**src/rtl/weight_bit_scanner_pkg.sv**
```systemverilog
// Shared constants and types for the bit-serial PE weight scanner.
package bitsim_pkg;

    localparam int MAG_WIDTH = 7;
    localparam int IDX_WIDTH = $clog2(MAG_WIDTH);

    typedef enum logic {
        IDLE,
        SCAN
    } scan_state_t;

    // Weight as held while its set bits are being walked.
    typedef struct packed {
        logic [MAG_WIDTH-1:0] mag;
        logic                 sign;
        logic                 zero;
    } weight_t;

endpackage

```
**src/rtl/weight_bit_scanner_if.sv**
```systemverilog
// Weight-in / index-out handshake bundle for weight_bit_scanner.
interface weight_bit_scanner_if;
    import bitsim_pkg::*;

    logic                 w_val;
    logic                 w_rdy;
    logic [MAG_WIDTH-1:0] w_mag;
    logic                 w_sign;

    logic                 out_val;
    logic                 out_rdy;
    logic [IDX_WIDTH-1:0] out_idx;
    logic                 out_sign;
    logic                 out_last;
    logic                 out_zero;

    modport master (
        output w_val, w_mag, w_sign, out_rdy,
        input  w_rdy, out_val, out_idx, out_sign, out_last, out_zero
    );

    modport slave (
        input  w_val, w_mag, w_sign, out_rdy,
        output w_rdy, out_val, out_idx, out_sign, out_last, out_zero
    );

endinterface

```
**src/rtl/weight_bit_scanner_msb_priority_enc.sv**
```systemverilog
// Combinational MSB-first priority encoder: index of the highest set bit.
module msb_priority_enc #(
    parameter int W  = 7,
    parameter int IW = 3
) (
    input  logic [W-1:0]  vec,
    output logic [IW-1:0] idx,
    output logic          any
);

    always_comb begin
        idx = '0;
        any = |vec;
        // Ascending scan, so the highest set bit is the last to write idx.
        for (int i = 0; i < W; i++) begin
            if (vec[i]) idx = IW'(i);
        end
    end

endmodule

```
**src/rtl/weight_bit_scanner.sv**
```systemverilog
// Bit-sparsity front end: walks the set magnitude bits of each weight MSB-first,
// one index beat per cycle, skipping zero bits.
module weight_bit_scanner
    import bitsim_pkg::*;
#(
    parameter int MAX_TERMS = 7
) (
    input  logic          clk,
    input  logic          reset,
    weight_bit_scanner_if.slave bus
);

    localparam int CNT_W = $clog2(MAG_WIDTH + 1);

    scan_state_t          state_q, state_d;
    weight_t              w_q, w_d;
    logic [CNT_W-1:0]     cnt_q, cnt_d;

    logic [IDX_WIDTH-1:0] top_idx;
    logic                 top_any;
    logic [MAG_WIDTH-1:0] top_bit;
    logic [MAG_WIDTH-1:0] rest;
    logic                 scan, last, beat, rdy, accept;

    msb_priority_enc #(
        .W  (MAG_WIDTH),
        .IW (IDX_WIDTH)
    ) u_enc (
        .vec (w_q.mag),
        .idx (top_idx),
        .any (top_any)
    );

    assign top_bit = MAG_WIDTH'(top_any) << top_idx;
    assign rest    = w_q.mag & ~top_bit;

    always_comb begin
        state_d = state_q;
        w_d     = w_q;
        cnt_d   = cnt_q;

        scan   = (state_q == SCAN);
        last   = scan & (w_q.zero | (rest == '0) | (cnt_q == CNT_W'(MAX_TERMS - 1)));
        beat   = scan & bus.out_rdy;
        // Ready on the last beat too, so consecutive weights stream without a bubble.
        rdy    = ~reset & (~scan | (beat & last));
        accept = bus.w_val & rdy;

        if (beat) begin
            w_d.mag = rest;
            cnt_d   = cnt_q + CNT_W'(1);
            if (last) state_d = IDLE;
        end
        if (accept) begin
            w_d.mag  = bus.w_mag;
            w_d.sign = bus.w_sign;
            w_d.zero = (bus.w_mag == '0);
            cnt_d    = '0;
            state_d  = SCAN;
        end
    end

    assign bus.w_rdy    = rdy;
    assign bus.out_val  = scan;
    assign bus.out_idx  = (scan & ~w_q.zero) ? top_idx : '0;
    assign bus.out_sign = scan & w_q.sign;
    assign bus.out_zero = scan & w_q.zero;
    assign bus.out_last = last;

    always_ff @(posedge clk or posedge reset) begin
        if (reset) begin
            state_q <= IDLE;
            w_q     <= '0;
            cnt_q   <= '0;
        end else begin
            state_q <= state_d;
            w_q     <= w_d;
            cnt_q   <= cnt_d;
        end
    end

endmodule

```
**src/flat_wrapper.sv**
```systemverilog
// flat-port wrapper written by rule: the top's interface ports become plain ports
module weight_bit_scanner_flat import bitsim_pkg::*;
#(
    parameter int MAX_TERMS = 7
)
  (clk, reset, bus_w_val, bus_w_mag, bus_w_sign, bus_out_rdy, bus_w_rdy, bus_out_val, bus_out_idx, bus_out_sign, bus_out_last, bus_out_zero);
  weight_bit_scanner_if bus_i ();
  input  logic clk;
  input  logic reset;
  input wire logic [$bits(bus_i.w_val)-1:0] bus_w_val;
  input wire logic [$bits(bus_i.w_mag)-1:0] bus_w_mag;
  input wire logic [$bits(bus_i.w_sign)-1:0] bus_w_sign;
  input wire logic [$bits(bus_i.out_rdy)-1:0] bus_out_rdy;
  output wire logic [$bits(bus_i.w_rdy)-1:0] bus_w_rdy;
  output wire logic [$bits(bus_i.out_val)-1:0] bus_out_val;
  output wire logic [$bits(bus_i.out_idx)-1:0] bus_out_idx;
  output wire logic [$bits(bus_i.out_sign)-1:0] bus_out_sign;
  output wire logic [$bits(bus_i.out_last)-1:0] bus_out_last;
  output wire logic [$bits(bus_i.out_zero)-1:0] bus_out_zero;
  assign bus_i.w_val = bus_w_val;
  assign bus_i.w_mag = bus_w_mag;
  assign bus_i.w_sign = bus_w_sign;
  assign bus_i.out_rdy = bus_out_rdy;
  assign bus_w_rdy = bus_i.w_rdy;
  assign bus_out_val = bus_i.out_val;
  assign bus_out_idx = bus_i.out_idx;
  assign bus_out_sign = bus_i.out_sign;
  assign bus_out_last = bus_i.out_last;
  assign bus_out_zero = bus_i.out_zero;
  weight_bit_scanner #(.MAX_TERMS(MAX_TERMS)) u_core (.clk(clk), .reset(reset), .bus(bus_i));
endmodule
```
**config.mk**
```make
export PLATFORM = sky130hd
export DESIGN_NAME = weight_bit_scanner_flat
export DESIGN_NICKNAME = d
export VERILOG_FILES = /design/src/rtl/weight_bit_scanner_pkg.sv /design/src/rtl/weight_bit_scanner_if.sv /design/src/rtl/weight_bit_scanner_msb_priority_enc.sv /design/src/rtl/weight_bit_scanner.sv /design/src/flat_wrapper.sv
export SDC_FILE = /design/constraint.sdc
export NUM_CORES = 1
export LEC_CHECK = 0
export CAP_MARGIN = 30
export CORE_UTILIZATION = 45
export CTS_BUF_LIST = sky130_fd_sc_hd__clkbuf_4 sky130_fd_sc_hd__clkbuf_8 sky130_fd_sc_hd__clkbuf_16
export CTS_CLUSTER_DIAMETER = 150
export DETAILED_ROUTE_END_ITERATION = 10
export PLACE_DENSITY_LB_ADDON = 0.3
export REMOVE_ABC_BUFFERS = 1
export SETUP_SLACK_MARGIN = 0.4
export SYNTH_ARGS = -nofsm -noshare
export SYNTH_HDL_FRONTEND = slang
export SYNTH_SLANG_ARGS = --single-unit
export TNS_END_PERCENT = 10
```
**constraint.sdc**
```tcl
create_clock -name clk -period 2.1 [get_ports clk]
set_clock_uncertainty 0.2 [all_clocks]
set_input_delay 0.42 -clock clk [delete_from_list [all_inputs] [get_ports clk]]
set_output_delay 0.42 -clock clk [all_outputs]
set_load 0.005 [all_outputs]
```
==> results.md, run 1 <==
- Status: finished with violations
- Failing checks: negative setup slack
- Worst R2R End: u_core.w_q[0]$_DFFE_PP0P_
- # nets final: 161
- Unique masters post-synth: 32
- #FFs+latches synth: 13
- Maximum vdd drop: 1.03 mV
- Final instance area: 0.00142 mm²
- Vias per cell: 5.22
- Leakage power: 0.743 nW
- Worst path top cell family by delay: compound AO/OA/AOI/OAI gates
- # setup viols final: 4
- WS Path Type: reg2out
- Crit end category: output pin
- Commonest non-fill, non-tap cell in the layout: buf_4
- IO buf count: 19
- Post-layout util: 82.4%
- Share of the synthesized area in the top cell type: 38.9%
- Ports: 20
- Fin worst setup slack: -0.273 ns
- Fmax: 421 MHz
- Yosys Warn Count: 0
- GRT Total Usage: 27.2%
- CTS tree: built
- DRC viols: 0
- GR Util met2: 47.0%
- Worst slew pin tran: 0.368 ns
- Die area: 0.00204 mm²
- Gate Count Post-Synth: 86
- Vias: 892
- CP bufs+invs: 2
- Area contributors post-synth: dfrtp_1 (39%), mux2i_1 (6.0%), and2_1 (3.7%)
- Synth area leader: dfrtp_1
- Commonest cells after routing, fill and taps aside: buf_4 (33), clkdlybuf4s50_1 (12), dfrtp_1 (12), buf_6 (10), inv_1 (8)
- RSZ-0062 raised after global routing: yes
- HP Class: in2async
- Initial core utilization: 48.5%
- Seq/Total Area, Yosys: 38.9%
- PwrDens: 1460 mW/mm²
- Die X-Extent: 45.1 µm
- First-pass DRT Iterations: 4
- Placer Congestion: 0.839
- # H-tree levels: 1
- Total CTS buffers: 3
- Largest net degree at the start of global routing: 12
- Setup TNS: -0.771 ns
- CP max stage delay: 0.43 ns
- CP startpoint kind: flip-flop
- Reg2Reg Setup Slack: 0.01 ns
- Core region area: 0.00173 mm²
- Req. time, crit path: 1.48 ns
- Row count: 15
- First-pass GRT wire length: 4020 µm
- Clock Path Buffers: 2
- Routed wire length: 2560 µm
- Critical-path cell with the highest stage delay: dfrtp_2
- Hold Worst Slack: 0.287 ns
- Post-Syn Area: 837 µm²
- Max-cap viol count: 0
- CTS Hold Bufs: 0
- Avg Synthesized Cell Area: 9.73 µm²
- Die Y: 45.1 µm
- Antenna violations before repair: 0
- Vias in the first global route: 905
- Period utilisation layout: 113%
- Antenna diodes: 0
- Hpwl dp: 1640 µm
- Final min period: 2.37 ns
- DR WL/cell: 15.0 µm
- Slew Limit Fails: 0
- Clk_lat worst skew: 0.27 ns
- Root buffer cell: clkbuf_4
- Clock sink total: 13
- Gr ovfl total: 0
- Synthesis-to-finish area growth: 70.0%
- Placed inst area: 0.00128 mm²
- Worst R2R Start: u_core.w_q[6]$_DFFE_PP0P_
- Fin. Hold Viols: 0
- Gr busiest metal: met2
- Initial DRC count: 21
- Post-route ant nets: 0
- Slew HR: 75.3%
- Fillers: 108
- Critical-path cell list: buf_6 > nor3_2 > a31o_2 > a221o_1 > and3_1 > buf_2
- Clock transition at path regs: 0.09 ns
- Met1 Use GR: 34.4%
- Worst Path Arrival: 1.75 ns
- Share of layout cells above drive strength 1: 46.6%
- Worst R2R Path Depth: 7
- CP Max Fanout: 5
- Met3 Usage GRT: 5.20%
==> state kept, by name, indices dropped and copies added, names as in the netlist <==
name and flops:
u_core.w_q 9, u_core.cnt_q 3, u_core.bus.out_val 1
==> worst max path at each step <==
stage,depth (start not counted),startpoint,end
finish,6,u_core.w_q[6]$_DFFE_PP0P_,bus_w_rdy
global route,6,u_core.w_q[6]$_DFFE_PP0P_,bus_w_rdy
CTS,5,u_core.w_q[6]$_DFFE_PP0P_,bus_w_rdy
detailed placement,5,u_core.w_q[7]$_DFFE_PP0P_,bus_w_rdy
global placement,5,u_core.w_q[5]$_DFFE_PP0P_,bus_w_rdy
floorplan,4,reset,u_core.w_q[3]$_DFFE_PP0P_
==> synth_stat cells <==
| library cell | n |
|---|---|
| dfrtp_1 | 13 |
| inv_1 | 8 |
| nand2_1 | 6 |
| nor2_1 | 6 |
| and2_1 | 5 |
| mux2i_1 | 5 |
| nand2b_1 | 4 |
| nand3_1 | 3 |
| nor3_1 | 3 |
| o21ai_0 | 3 |
| a21oi_1 | 2 |
| and3_1 | 2 |
| buf_6 | 2 |
| ha_1 | 2 |
| mux2_2 | 2 |
| mux2_4 | 2 |
| o31a_1 | 2 |
| xnor2_1 | 2 |
| a2111o_1 | 1 |
| a211oi_1 | 1 |
| a21boi_0 | 1 |
| a221o_1 | 1 |
| a31o_2 | 1 |
| a31oi_2 | 1 |
| buf_2 | 1 |
| clkbuf_1 | 1 |
| maj3_2 | 1 |
| nor2b_1 | 1 |
| nor4_1 | 1 |
| o31ai_4 | 1 |
| o41ai_1 | 1 |
| or4_1 | 1 |
==> where the power goes <==
group	switching (mW)	internal (mW)
sequential	0.0910	0.354
combinational	0.585	0.877
clock	0.0853	0.0864
==> worst min-delay path: stages <==
cell,delay [ns]
clkdlybuf4s50_1,0.42
inv_1,0.12
buf_4,0.13
==> per-stage QoR <==
stage	total power [mW]	setup WS [ns]	std cells
6_report	2.08	-0.273	171
5_1_grt	2.22	-0.345	171
4_1_cts	1.97	-0.258	170
3_5_place_dp	1.67	-0.312	160
3_3_place_gp	1.62	-0.285	160
2_1_floorplan	0.966	-0.00166	82
==> layout make-up <==
cell class | instances | area, µm² | share of cell area, %
Clock buffer | 4 | 30.0 | 2.11
Inverter | 8 | 30.0 | 2.11
Multi-Input combinational cell | 61 | 494 | 34.7
Sequential cell | 13 | 327 | 23.0
Tap cell | 25 | 31.3 | 2.20
Timing Repair Buffer | 60 | 510 | 35.9
==> routing by layer <==
metal	part of all wire, %	up-vias	wire (µm)
met5	0	-	0
met4	0.90	0	23
met2	53	22	1350
met3	2.8	2	72
li1	-	420	-
met1	44	448	1120
==> cell families (layout without fill, tap and decap cells) <==
kind of cell | Yosys count | in the layout | share of synthesized area (%)
DFF | 13 | 13 | 38.9
muxes | 9 | 9 | 12.3
and+or+nand+nor | 32 | 32 | 19.6
AOI/OAI and AO/OA | 15 | 15 | 15.5
adders and majority gates | 3 | 3 | 4.33
buffers and inverters | 12 | 72 | 7.32
xor gates and xnor gates | 2 | 2 | 2.09
==> repair_timing <==
item                                    4_1_cts  5_1_grt
resized for setup                            40        8
pin swaps                                     9        5
setup buffers                                 6        1
endpoints found under the setup margin       20       21
Power figures use the tool's default switching activity.
==> run 2, diff against run 1 <==
Settings changed: DONT_BUFFER_PORTS from default to 1.
==> run 2 against run 1 <==
The run still ends with negative setup slack left. Clock power barely moved. Utilization decreased by 22 points. Final area fell by 27%. Sequential power grew 7.6%. Via count decreased by 23%. First-iteration DRC count unchanged. Cell count down 26%. Combinational power shrank 38%. Total power decreased by 25%. Flip-flop and latch count unchanged. Largest cell class is now multi-input gates. Highest routed layer unchanged.
==> results.md, run 2 (synthesis results as in run 1) <==
- Max reg flops: 9 (unchanged)
- First-pass GRT wire length: 3130 µm (was 4020 µm)
- Period utilisation layout: 108% (was 113%)
- HP Class: in2reg (was in2async)
- Crit end category: output pin (unchanged)
- Slew Limit Fails: 0 (unchanged)
- Die Y: 45.1 µm (unchanged)
- WHS Path Cells: 2
- Fin worst setup slack: -0.173 ns (was -0.273 ns)
- # nets final: 116 (was 161)
- Leakage power: 0.513 nW (was 0.743 nW)
- Synthesis-to-finish area growth: 24.4% (was 70.0%)
- CTS tree: built (unchanged)
- Final instance area: 0.00104 mm² (was 0.00142 mm²)
- Top reg by flops: u_core.w_q (unchanged)
- Maximum vdd drop: 0.664 mV (was 1.03 mV)
- Antenna diodes: 0 (unchanged)
- Row count: 15 (unchanged)
- # H-tree levels: 1 (unchanged)
- DP Worst Slack: 0.129 ns (was -0.312 ns)
- Fillers: 143 (was 108)
- Worst R2R Start: u_core.cnt_q[0]$_DFFE_PP0P_ (was u_core.w_q[6]$_DFFE_PP0P_)
- Clk_lat worst skew: 0.28 ns (was 0.27 ns)
- Pwr Total: 1.55 mW (was 2.08 mW)
- Worst slew pin tran: 0.596 ns (was 0.368 ns)
- Die X-Extent: 45.1 µm (unchanged)
- Ports: 20 (unchanged)
- Worst Path Arrival: 1.65 ns (was 1.75 ns)
- GRT Total Usage: 22.2% (was 27.2%)
- Die area: 0.00204 mm² (unchanged)
- First-pass DRT Iterations: 4 (unchanged)
- Commonest cells after routing, fill and taps aside: dfrtp_1 (11), buf_4 (10), inv_1 (8), nor2_1 (6), nand2_1 (6) (was buf_4 (33), clkdlybuf4s50_1 (12), dfrtp_1 (12), buf_6 (10), inv_1 (8))
- Hold Worst Slack: 0.0544 ns (was 0.287 ns)
- Hpwl dp: 1260 µm (was 1640 µm)
- Vias: 687 (was 892)
- Antenna violations before repair: 0 (unchanged)
- Failing checks: negative setup slack (unchanged)
- Placed inst area: 910 µm² (was 0.00128 mm²)
- Status: finished with violations (unchanged)
- IO buf count: 0 (was 19)
- RSZ-0062 raised after global routing: yes (unchanged)
- Clock sink total: 13 (unchanged)
- Vias per cell: 5.45 (was 5.22)
- Worst R2R Path Depth: 7 (unchanged)
- Placed cells: 115 (was 160)
- Req. time, crit path: 1.48 ns (about the same)
- Reg2Reg Setup Slack: 0.08 ns (was 0.01 ns)
- DRC viols: 0 (unchanged)
- Hold path start: bus_w_mag[3]
- Area of the multi-input gates: 483 µm² (was 494 µm²)
- Commonest non-fill, non-tap cell in the layout: dfrtp_1 (was buf_4)
- Routed wire length: 1880 µm (was 2560 µm)
- CP Max Fanout: 4 (was 5)
- Largest net degree at the start of global routing: 14 (was 12)
- # setup viols final: 2 (was 4)
- Clock Path Buffers: 2 (unchanged)
- Hold path endpoint: u_core.w_q[5]$_DFFE_PP0P_
- Initial DRC count: 21 (unchanged)
- CP startpoint kind: flip-flop (unchanged)
- Gr ovfl total: 0 (unchanged)
- Slew HR: 60.1% (was 75.3%)
- PwrDens: 1490 mW/mm² (was 1460 mW/mm²)
- Fmax: 440 MHz (was 421 MHz)
- Clock transition at path regs: 0.09 ns (about the same)
- Share of layout cells above drive strength 1: 33.7% (was 46.6%)
- Root buffer cell: clkbuf_4 (unchanged)
- Vias in the first global route: 735 (was 905)
- Worst R2R End: u_core.w_q[1]$_DFFE_PP0P_ (was u_core.w_q[0]$_DFFE_PP0P_)
- WS Path Type: reg2out (unchanged)
- Register area: 328 µm² (was 327 µm²)
- Fin cells: 126 (was 171)
- Final min period: 2.27 ns (was 2.37 ns)
- Total CTS buffers: 3 (unchanged)
- Fin. Hold Viols: 0 (unchanged)
- Placer Congestion: 0.794 (was 0.839)
- Initial core utilization: 48.5% (unchanged)
- Post-route ant nets: 0 (unchanged)
- Max-cap viol count: 0 (unchanged)
- Core region area: 0.00173 mm² (unchanged)
- DR WL/cell: 14.9 µm (was 15.0 µm)
[run 2: changes by cell type in the layout (fill, tap and decap cells not counted), moves of 2 or more]
cell,change
mux2_4,-2
buf_6,-7
clkdlybuf4s50_1,-12
buf_4,-23
buf_2,-4
and2_1,+5
mux2_2,+2
a21oi_2,+2
a21oi_1,-2
and2_4,-5
[run 2: report_power, final]
part           internal [mW]  total (mW)  leakage, nW  switching, mW
logic                  0.478       0.902        0.331          0.425
registers              0.356       0.479        0.164          0.123
clock network         0.0866       0.172       0.0184         0.0852
total                  0.921        1.55        0.513          0.632
[run 2: how the worst max path moves through the flow]
stage | endpoint | from | cells past startpoint
5_1_grt | bus_w_rdy | u_core.w_q[5]$_DFFE_PP0P_ | 4
2_1_floorplan | u_core.w_q[3]$_DFFE_PP0P_ | reset | 4
4_1_cts | bus_w_rdy | u_core.w_q[5]$_DFFE_PP0P_ | 4
6_report | bus_w_rdy | u_core.w_q[5]$_DFFE_PP0P_ | 4
3_3_place_gp | u_core.w_q[1]$_DFFE_PP0P_ | u_core.cnt_q[0]$_DFFE_PP0P_ | 7
3_5_place_dp | bus_w_rdy | u_core.w_q[7]$_DFFE_PP0P_ | 4
[run 2: critical path, stage by stage, from the launching register on]
cell and delay, ns:
dfrtp_1 0.43, maj3_2 0.35, o31ai_4 0.22, a221o_1 0.19, and3_1 0.18
[run 2: layout make-up]
type / instances / share of cell area (%)
Tap cell: 25 / 3.00
Multi-Input combinational cell: 61 / 46.4
Clock buffer: 4 / 2.88
Inverter: 8 / 2.88
Timing Repair Buffer: 15 / 13.3
Sequential cell: 13 / 31.5
[run 2: layer usage]
layer  track usage (%)  share of wire (%)  up-vias
met2              35.7                 48       31
li1                  -                  -      332
met3              6.80                7.4        6
met1              25.9                 42      318
met4              13.3                1.8        0
met5                 0                  0        -
[run 2: stage by stage]
| stage | setup TNS [ns] | util [%] |
|---|---|---|
| after floorplan | -0.00332 | - |
| after CTS | -0.209 | 59.4 |
| after detailed placement | 0 | 52.7 |
| final | -0.237 | 60.3 |
| after global placement | 0 | 52.7 |
| after global routing | -0.466 | 60.3 |
[run 2: repair_timing]
| item | CTS | global route |
|---|---|---|
| pin swaps | 6 | 5 |
| hold buffers | 1 | 0 |
| buffers inserted | 6 | 0 |
| resized for setup | 9 | 4 |
| endpoints found under the hold margin | 13 | 0 |
| setup endpoints to repair | 17 | 19 |
==> run 3, diff against run 2 <==
Settings changed: SKIP_CTS_REPAIR_TIMING from default to 1, TNS_END_PERCENT 10 to default.
==> run 3 against run 2 <==
Critical endpoint unchanged. Largest cell class unchanged. Cell count increased by 2.4%. Largest power group unchanged. Final area unchanged. The flow still finishes with violations (negative setup slack). Sequential share of layout area is 0.24 points higher. Total power decreased by 2.5%. Utilization unchanged. Critical path depth is the same.
==> results.md, run 3 (synthesis results as in run 1) <==
- Period utilisation layout: 109% (was 108%)
- IO buf count: 0 (unchanged)
- Worst slew pin tran: 0.607 ns (was 0.596 ns)
- Die Y: 45.1 µm (unchanged)
- Fin worst setup slack: -0.181 ns (was -0.173 ns)
- Gr ovfl total: 0 (unchanged)
- Vias in the first global route: 652 (was 735)
- Failing checks: negative setup slack (unchanged)
- Maximum vdd drop: 0.649 mV (was 0.664 mV)
- Switch share: 40.0% (was 40.7%)
- Die area: 0.00204 mm² (unchanged)
- WS Path Type: reg2out (unchanged)
- HP Class: in2reg (unchanged)
- Post-route ant nets: 0 (unchanged)
- Critical-path cell list: maj3_2 > o31ai_4 > a221o_1 > and3_1 (unchanged)
- DR WL/cell: 14.4 µm (was 14.9 µm)
- Clock sink total: 13 (unchanged)
- Slew Limit Fails: 0 (unchanged)
- Pwr Total: 1.51 mW (was 1.55 mW)
- Initial core utilization: 48.5% (unchanged)
- Combinational share of power: 56.3% (was 58.1%)
- CP max stage delay: 0.45 ns (was 0.43 ns)
- Max reg flops: 9 (unchanged)
- First-pass GRT wire length: 2700 µm (was 3130 µm)
- # H-tree levels: 1 (unchanged)
- Antenna diodes: 0 (unchanged)
- Routed wire length: 1850 µm (was 1880 µm)
- Row count: 15 (unchanged)
- Top reg by flops: u_core.w_q (unchanged)
- Share of layout cells above drive strength 1: 36.5% (was 33.7%)
- CTS tree: built (unchanged)
- Status: finished with violations (unchanged)
- GRT Total Usage: 19.1% (was 22.2%)
- Placed inst area: 910 µm² (unchanged)
- Crit end category: output pin (unchanged)
- Clock transition at path regs: 0.08 ns (was 0.09 ns)
- # nets final: 119 (was 116)
- First-pass DRT Iterations: 4 (unchanged)
- Placer Congestion: 0.794 (unchanged)
- CP startpoint kind: flip-flop (unchanged)
- Reg power frac: 32.2% (was 30.8%)
- Final instance area: 0.00104 mm² (unchanged)
- Critical-path cell with the highest stage delay: dfrtp_2 (was dfrtp_1)
- Synthesis-to-finish area growth: 24.4% (unchanged)
- Clk_lat worst skew: 0.28 ns (about the same)
- PwrDens: 1450 mW/mm² (was 1490 mW/mm²)
- Int Pwr: 0.908 mW (was 0.921 mW)
- Placed cells: 115 (unchanged)
- Final min period: 2.28 ns (was 2.27 ns)
- Commonest cells after routing, fill and taps aside: buf_4 (16), dfrtp_1 (9), inv_1 (8), nand2_1 (6) (was dfrtp_1 (11), buf_4 (10), inv_1 (8), nor2_1 (6), nand2_1 (6))
- Commonest non-fill, non-tap cell in the layout: buf_4 (was dfrtp_1)
- Leakage power: 0.512 nW (was 0.513 nW)
- Root buffer cell: clkbuf_4 (unchanged)
- Ports: 20 (unchanged)
- Clock group share of total power: 11.5% (was 11.1%)
- Slew HR: 59.4% (was 60.1%)
- Vias: 691 (was 687)
- RSZ-0062 raised after global routing: yes (unchanged)
- Core region area: 0.00173 mm² (unchanged)
- Fin. Hold Viols: 0 (unchanged)
- Req. time, crit path: 1.48 ns (about the same)
- # setup viols final: 3 (was 2)
- Worst Path Arrival: 1.66 ns (was 1.65 ns)
- Initial DRC count: 7 (was 21)
- Clock Path Buffers: 2 (unchanged)
- Antenna violations before repair: 0 (unchanged)
- Fillers: 151 (was 143)
- Hpwl dp: 1260 µm (unchanged)
- Largest net degree at the start of global routing: 15 (was 14)
- DRC viols: 0 (unchanged)
- Switch Pwr: 0.606 mW (was 0.632 mW)
- Die X-Extent: 45.1 µm (unchanged)
- Vias per cell: 5.36 (was 5.45)
- Max-cap viol count: 0 (unchanged)
- Total CTS buffers: 3 (unchanged)
- Fin cells: 129 (was 126)
- Post-layout util: 60.3% (unchanged)
- Fmax: 438 MHz (was 440 MHz)
- CP Max Fanout: 5 (was 4)
[run 3: cell count changes in the layout (fill, tap and decap cells not counted), moves of 2 or more]
cell,before,now
dfrtp_1,11,9
buf_4,10,16
dfrtp_2,2,4
buf_6,3,0
[run 3: power groups by stage]
| stage | Combinational [mW] | Clock, mW | Sequential [mW] |
|---|---|---|---|
| 2_1_floorplan | 0.493 | 0 | 0.474 |
| 3_3_place_gp | 0.704 | 0 | 0.471 |
| 3_5_place_dp | 0.714 | 0 | 0.479 |
| 4_1_cts | 0.718 | 0.174 | 0.474 |
| 5_1_grt | 0.934 | 0.188 | 0.501 |
| 6_report | 0.852 | 0.173 | 0.488 |
[run 3: final timing paths]
check,end,cells after the start,startpoint,slack [ns]
max in group asynchronous,u_core.w_q[7]$_DFFE_PP0P_,3,reset,0.73
hold reg to reg,u_core.w_q[1]$_DFFE_PP0P_,1,u_core.w_q[1]$_DFFE_PP0P_,0.31
setup reg to reg,u_core.w_q[1]$_DFFE_PP0P_,7,u_core.cnt_q[0]$_DFFE_PP0P_,0.09
hold / removal,u_core.w_q[5]$_DFFE_PP0P_,2,bus_w_mag[3],0.05
min in group asynchronous,u_core.w_q[2]$_DFFE_PP0P_,3,reset,0.54
setup / recovery,bus_w_rdy,4,u_core.w_q[5]$_DFFE_PP0P_,-0.18
[run 3: area by class of cell]
cell class	count	area (µm²)	share of cell area (%)
Multi-Input combinational cell	61	469	45.1
Sequential cell	13	330	31.7
Timing Repair Buffer	18	150	14.4
Tap cell	25	31.3	3.00
Clock buffer	4	30.0	2.88
Inverter	8	30.0	2.88
[run 3: metal layers]
| layer | track usage [%] | share of wire (%) |
|---|---|---|
| met5 | 0 | 0 |
| met4 | 12.1 | 2.4 |
| met3 | 6.40 | 5.3 |
| met2 | 29.6 | 47 |
| met1 | 22.7 | 45 |
[run 3: critical path: cells and delay by family (launching register included)]
family                     cells  cell delay (ns)
and+or+nand+nor                1             0.18
AOI/OAI and AO/OA              2             0.41
DFF                            1             0.45
adders and majority gates      1             0.34
[run 3: metrics by stage]
| stage | setup slack, ns | setup TNS [ns] | hold WS (ns) |
|---|---|---|---|
| after floorplan | -0.00166 | -0.00332 | 0.107 |
| after global placement | 0.130 | 0 | 0.131 |
| after detailed placement | 0.129 | 0 | 0.139 |
| after CTS | -0.184 | -0.355 | -0.163 |
| after global routing | -0.248 | -0.515 | 0.0605 |
| final | -0.181 | -0.285 | 0.0498 |
